==> config.mk <==
export PLATFORM = sky130hd
export DESIGN_NAME = hazard_ctrl
export DESIGN_NICKNAME = d
export VERILOG_FILES = /design/src/rtl/pipe_pkg.sv /design/src/rtl/sat_counter.sv /design/src/rtl/hazard_ctrl.sv
export SDC_FILE = /design/constraint.sdc
export NUM_CORES = 1
export LEC_CHECK = 0
export BUFFER_PORTS_ARGS = -buffer_cell sky130_fd_sc_hd__buf_2
export CELL_PAD_IN_SITES_DETAIL_PLACEMENT = 1
export CELL_PAD_IN_SITES_GLOBAL_PLACEMENT = 1
export CORE_UTILIZATION = 41
export CTS_CLUSTER_SIZE = 40
export DETAILED_ROUTE_END_ITERATION = 6
export PLACE_DENSITY = 0.95
export SETUP_SLACK_MARGIN = 0.4
export SLEW_MARGIN = 20
export SYNTH_ARGS = -nofsm -noshare
export SYNTH_HDL_FRONTEND = slang
export SYNTH_SLANG_ARGS = --single-unit
==> constraint.sdc <==
create_clock -name clk -period 5.4 [get_ports clk]
set_input_delay 0.81 -clock clk [delete_from_list [all_inputs] [get_ports clk]]
set_output_delay 0.81 -clock clk [all_outputs]
set_load 0.01 [all_outputs]
==> src/rtl/pipe_pkg.sv <==
// Shared types and constants for the pipeline hazard controller.
package pipe_pkg;

    typedef enum logic [1:0] {
        RUN    = 2'd0,
        DRAIN  = 2'd1,
        HALTED = 2'd2
    } hz_state_t;

    // XZR reads as zero and is never written, so it can never carry a dependency.
    localparam logic [4:0] XZR           = 5'd31;
    localparam int         DRAIN_CYC_DEF = 3;

endpackage

==> src/rtl/sat_counter.sv <==
// Saturating up-counter with synchronous clear; clear wins over increment.
module sat_counter #(
    parameter int W = 16
) (
    input  logic         clk,
    input  logic         rst_n,
    input  logic         i_inc,
    input  logic         i_clr,
    output logic [W-1:0] o_cnt
);

    logic [W-1:0] r_cnt;

    // count up on i_inc, hold at all-ones, clear to zero on i_clr
    always_ff @(posedge clk or negedge rst_n) begin
        if (!rst_n)
            r_cnt <= '0;
        else if (i_clr)
            r_cnt <= '0;
        else if (i_inc && (r_cnt != {W{1'b1}}))
            r_cnt <= r_cnt + {{(W-1){1'b0}}, 1'b1};
    end

    assign o_cnt = r_cnt;

endmodule

==> src/rtl/hazard_ctrl.sv <==
// Stall/flush controller: load-use and CBZ operand stalls, taken-branch
// IF/ID flush, halt/drain FSM and saturating stall/flush counters.
module hazard_ctrl
    import pipe_pkg::*;
#(
    parameter int CNT_W     = 16,
    parameter int DRAIN_CYC = DRAIN_CYC_DEF
) (
    input  logic             clk,
    input  logic             rst_n,
    input  logic             MemRead_EX,
    input  logic             RegWrite_EX,
    input  logic [4:0]       targetReg_EX,
    input  logic             MemRead_MEM,
    input  logic [4:0]       targetReg_MEM,
    input  logic [4:0]       Rn_ID,
    input  logic [4:0]       Rm_ID,
    input  logic             useRn_ID,
    input  logic             useRm_ID,
    input  logic             cbz_ID,
    input  logic             brTaken_ID,
    input  logic             halt_req,
    input  logic             perf_clr,
    output logic             PCWrite,
    output logic             IFIDWrite,
    output logic             IDEX_bubble,
    output logic             IFID_flush,
    output logic             halted,
    output logic [CNT_W-1:0] stall_cnt,
    output logic [CNT_W-1:0] flush_cnt
);

    localparam int            DW    = (DRAIN_CYC > 1) ? $clog2(DRAIN_CYC) : 1;
    localparam logic [DW-1:0] DLAST = DW'(DRAIN_CYC - 1);

    hz_state_t     r_state, w_state_nxt;
    logic [DW-1:0] r_dcnt, w_dcnt_nxt;
    logic          r_halted;
    logic          w_lu, w_cz1, w_cz2, w_hz;
    logic          w_run, w_inc_stall, w_inc_flush;

    // Hazard detection; a compare against XZR never matches.
    assign w_lu  = MemRead_EX && (targetReg_EX != XZR) &&
                   ((useRn_ID && (Rn_ID == targetReg_EX)) ||
                    (useRm_ID && (Rm_ID == targetReg_EX)));
    // CBZ resolves in ID so it must wait for any producer in EX, and for a
    // load still in MEM (its data only exists after the MEM stage).
    assign w_cz1 = cbz_ID && RegWrite_EX && (targetReg_EX != XZR) &&
                   (Rm_ID == targetReg_EX);
    assign w_cz2 = cbz_ID && MemRead_MEM && (targetReg_MEM != XZR) &&
                   (Rm_ID == targetReg_MEM);
    assign w_hz  = w_lu || w_cz1 || w_cz2;

    assign w_run       = (r_state == RUN);
    assign w_inc_stall = w_run && w_hz;
    assign w_inc_flush = w_run && !w_hz && brTaken_ID;

    // state and drain counter registers; halted mirrors entry into HALTED
    always_ff @(posedge clk or negedge rst_n) begin
        if (!rst_n) begin
            r_state  <= RUN;
            r_dcnt   <= '0;
            r_halted <= 1'b0;
        end else begin
            r_state  <= w_state_nxt;
            r_dcnt   <= w_dcnt_nxt;
            r_halted <= (w_state_nxt == HALTED);
        end
    end

    // next-state: halt is deferred while a hazard is pending; dropping
    // halt_req aborts a drain and restarts the drain count next time
    always_comb begin
        w_state_nxt = r_state;
        w_dcnt_nxt  = r_dcnt;
        case (r_state)
            RUN: begin
                w_dcnt_nxt = '0;
                if (halt_req && !w_hz)
                    w_state_nxt = DRAIN;
            end
            DRAIN: begin
                if (!halt_req) begin
                    w_state_nxt = RUN;
                    w_dcnt_nxt  = '0;
                end else if (r_dcnt == DLAST) begin
                    w_state_nxt = HALTED;
                    w_dcnt_nxt  = '0;
                end else begin
                    w_dcnt_nxt = r_dcnt + DW'(1);
                end
            end
            HALTED: begin
                if (!halt_req)
                    w_state_nxt = RUN;
            end
            default: begin
                w_state_nxt = RUN;
                w_dcnt_nxt  = '0;
            end
        endcase
    end

    // pipeline controls: freeze+bubble unless running hazard-free; during
    // reset also flush IF/ID so no stale instruction survives
    always_comb begin
        PCWrite     = 1'b0;
        IFIDWrite   = 1'b0;
        IDEX_bubble = 1'b1;
        IFID_flush  = 1'b0;
        if (!rst_n) begin
            IFID_flush = 1'b1;
        end else if (w_run && !w_hz) begin
            PCWrite     = 1'b1;
            IFIDWrite   = 1'b1;
            IDEX_bubble = 1'b0;
            IFID_flush  = brTaken_ID;
        end
    end

    assign halted = r_halted;

    sat_counter #(.W(CNT_W)) u_stall_cnt (
        .clk   (clk),
        .rst_n (rst_n),
        .i_inc (w_inc_stall),
        .i_clr (perf_clr),
        .o_cnt (stall_cnt)
    );

    sat_counter #(.W(CNT_W)) u_flush_cnt (
        .clk   (clk),
        .rst_n (rst_n),
        .i_inc (w_inc_flush),
        .i_clr (perf_clr),
        .o_cnt (flush_cnt)
    );

endmodule

==> metrics <==
Iteration-0 DRC Markers=between 100 and 150; # setup viols final=0; Tcrit/Tclk final=0.5998; Worst Path Arrival=2.43 ns; Rel. slew slack=0.4250; most frequent cells in the layout=buf_2, dfrtp_1, nor2_1; Crit Path Max Fanout=27; Top delay family on crit path=simple AND/OR/NAND/NOR gates; Max-Cap Viols=0; final setup skew=0.004346 ns; fin nets=363; Routability Congestion=approximately 0.76; synth warn=0; Skew-Pair Late Insertion Delay=~0.29 ns; Die X-Extent=between 70 and 80 µm; # diodes=0; fin crit period=3.239 ns; most frequent cell on the critical path=buf_2; syn_area_per_cell=~9 µm²; dpl hpwl=approximately 4700 µm; CTS Buf Count=5; GRT overflow=0; status=complete, no violations; ANT nets after route=0; Hold Crit Class=input pin to asynchronous set/reset pin; Seq/Total Area, Yosys=0.3922; first-pass iteration count of the detailed router=4; IO Port Bufs=67; CP peak stage delay=between 0.3 and 0.4 ns; Initial Utilization=0.4262; crit path cell chain=buf_2, nor2b_1, a2111oi_0, and4_4, nor3_2, buf_4, and3_1, inv_1, buf_2; Root Buffer=clkbuf_8; I/O Pins=approximately 70; CP required=between 4 and 5 ns; Die H=77.89 µm; ys flop type=dfrtp_1; initial antenna violation count=0; Worst-path clk slew=around 0.070 ns; worst vdd ir=0.08547 mV; TNS Setup=0 ns; first-pass GRT wire length=roughly 11000 µm; crit path buf inv count=4; Synth Instances=around 270; residual DRC count=0; cts repair resizes=0; vias=2331; Worst Tran Pin Value=0.8625 ns; wire length per cell=around 16 µm; Post-synth ARST share=1.000; # clock sinks=37; slowest CP cell=a2111oi_0; CTS tree=done; Post-Syn Nets=301; crit path kind=input pin to output port; drt total wl=6470 µm; Slew Limit Fails=0; DR vias/cell=around 5.8; core area=5540 µm²; vias in the first global route=~2300; final-layout fill cell count=approximately 700; Max Root-Sink Buffers=2; Post-CTS Setup Bufs=0; most common cell after layout, fill and taps aside=buf_2; nature of the critical path endpoint=output port; hold_buf cts=0; FP Rows=27; fmax=around 0.3 GHz; Leakage=1.369 nW; die area=slightly above 6000 µm²; pin count of the biggest net entering global routing=50; library cells used by synthesis=37; Total GRT Usage=0.2288; area grow syn2layout=19.71%; Seq cells post-synth=37; H-Tree Level Count=2; Post-synth EDFFs=0; Synth Cell Area=around 2400 µm²; type of origin of the critical path=input pin; Power Total=about 0.55 mW; Pwr per Cell Area=195.6 nW/µm²; layout cells sized above 1=0.2515; Final Hold Vio Count=0; RSZ-0062 raised after global routing=no
==> power breakdown <==
group / switching [mW] / internal (mW) / total [mW]
sequential: 0.00338 / 0.280 / 0.283
clock: 0.0962 / 0.101 / 0.198
combinational: 0.0459 / 0.0261 / 0.0721
total: 0.146 / 0.407 / 0.553
==> cells by family (layout without fill, tap and decap cells) <==
| logic type | count (synthesis) | in the layout | share of synthesized area |
|---|---|---|---|
| and+or+nand+nor | 136 | 136 | 0.3249 |
| AOI/OAI and AO/OA | 41 | 41 | 0.1055 |
| DFF | 37 | 37 | 0.3922 |
| buffers and inverters | 23 | 85 | 0.04028 |
| muxes | 18 | 18 | 0.08585 |
| xor gates and xnor gates | 11 | 11 | 0.04080 |
| adders and majority gates | 2 | 2 | 0.01060 |
==> worst paths after layout <==
check	startpoint	end	slack, ns	cells past startpoint
min in group clk	r_dcnt[1]$_DFFE_PN0P_	r_dcnt[1]$_DFFE_PN0P_	0.52	1
hold reg to reg	r_dcnt[1]$_DFFE_PN0P_	r_dcnt[1]$_DFFE_PN0P_	0.52	1
setup / recovery	targetReg_EX[1]	IDEX_bubble	2.16	9
setup reg to reg	r_state[0]$_DFF_PN0_	u_stall_cnt.o_cnt[5]$_DFFE_PN0P_	3.03	4
hold / removal	rst_n	u_flush_cnt.o_cnt[1]$_DFFE_PN0P_	0.40	1
max in group asynchronous	rst_n	u_stall_cnt.o_cnt[11]$_DFFE_PN0P_	4.34	2
==> flip-flops by register name, summed over array words and instances (netlist names) <==
register,flops
r_dcnt,2
halted,1
r_state,2
u_flush_cnt.o_cnt,16
u_stall_cnt.o_cnt,16
==> worst reg2reg max path: cells and delay by family (launching register included) <==
family           cells  cell delay (ns)
flip-flops           1             0.42
AND/OR/NAND/NOR      3             1.47
multiplexers         1             0.37
==> cell type report <==
type / instances / area (µm²) / share of cell area
clock buffer: 7 / 86.33 / 0.03054
multi-input combinational: 208 / 1340 / 0.4741
tap: 72 / 90.09 / 0.03187
sequential: 37 / 925.9 / 0.3276
inverter: 9 / 33.78 / 0.01195
timing repair buffer: 69 / 350.3 / 0.1239
==> through the flow <==
step                cell area (µm²)  setup WS (ns)  cells  hold slack (ns)  utilization
CTS                            2826          2.161    402           0.3961       0.5102
global route                   2826          2.054    402           0.4042       0.5102
finish                         2826          2.161    402           0.3974       0.5102
global placement               2740          2.235    395           0.4917       0.4946
floorplan                      2361          2.383    268           0.4731            -
detailed placement             2740          2.177    395           0.4998       0.4946
==> synth_stat cells (all sizes together) (5+ instances only) <==
cell type,instances,area (µm²)
a21oi,15,75.07
and3,12,75.07
and4,5,48.80
buf,5,27.53
clkbuf,9,33.78
dfrtp,37,925.9
inv,9,33.78
mux2,18,202.7
nand2,13,48.80
nand3,12,60.06
nand4,13,81.33
nor2,22,82.58
nor2b,21,131.4
nor3,17,90.09
o21ai,11,55.05
o31ai,6,45.04
or3,9,61.31
or4,6,45.04
xor2,7,61.31
==> metal layers <==
layer  wire length [µm]  track usage  vias up
met3                355      0.05294        6
met4                 63      0.05472        0
met2               3285       0.4124       67
met1               2765       0.2727     1161
li1                   -            -     1097
met5                  0            0        -
No activity file was read; power rests on OpenSTA's default activity.
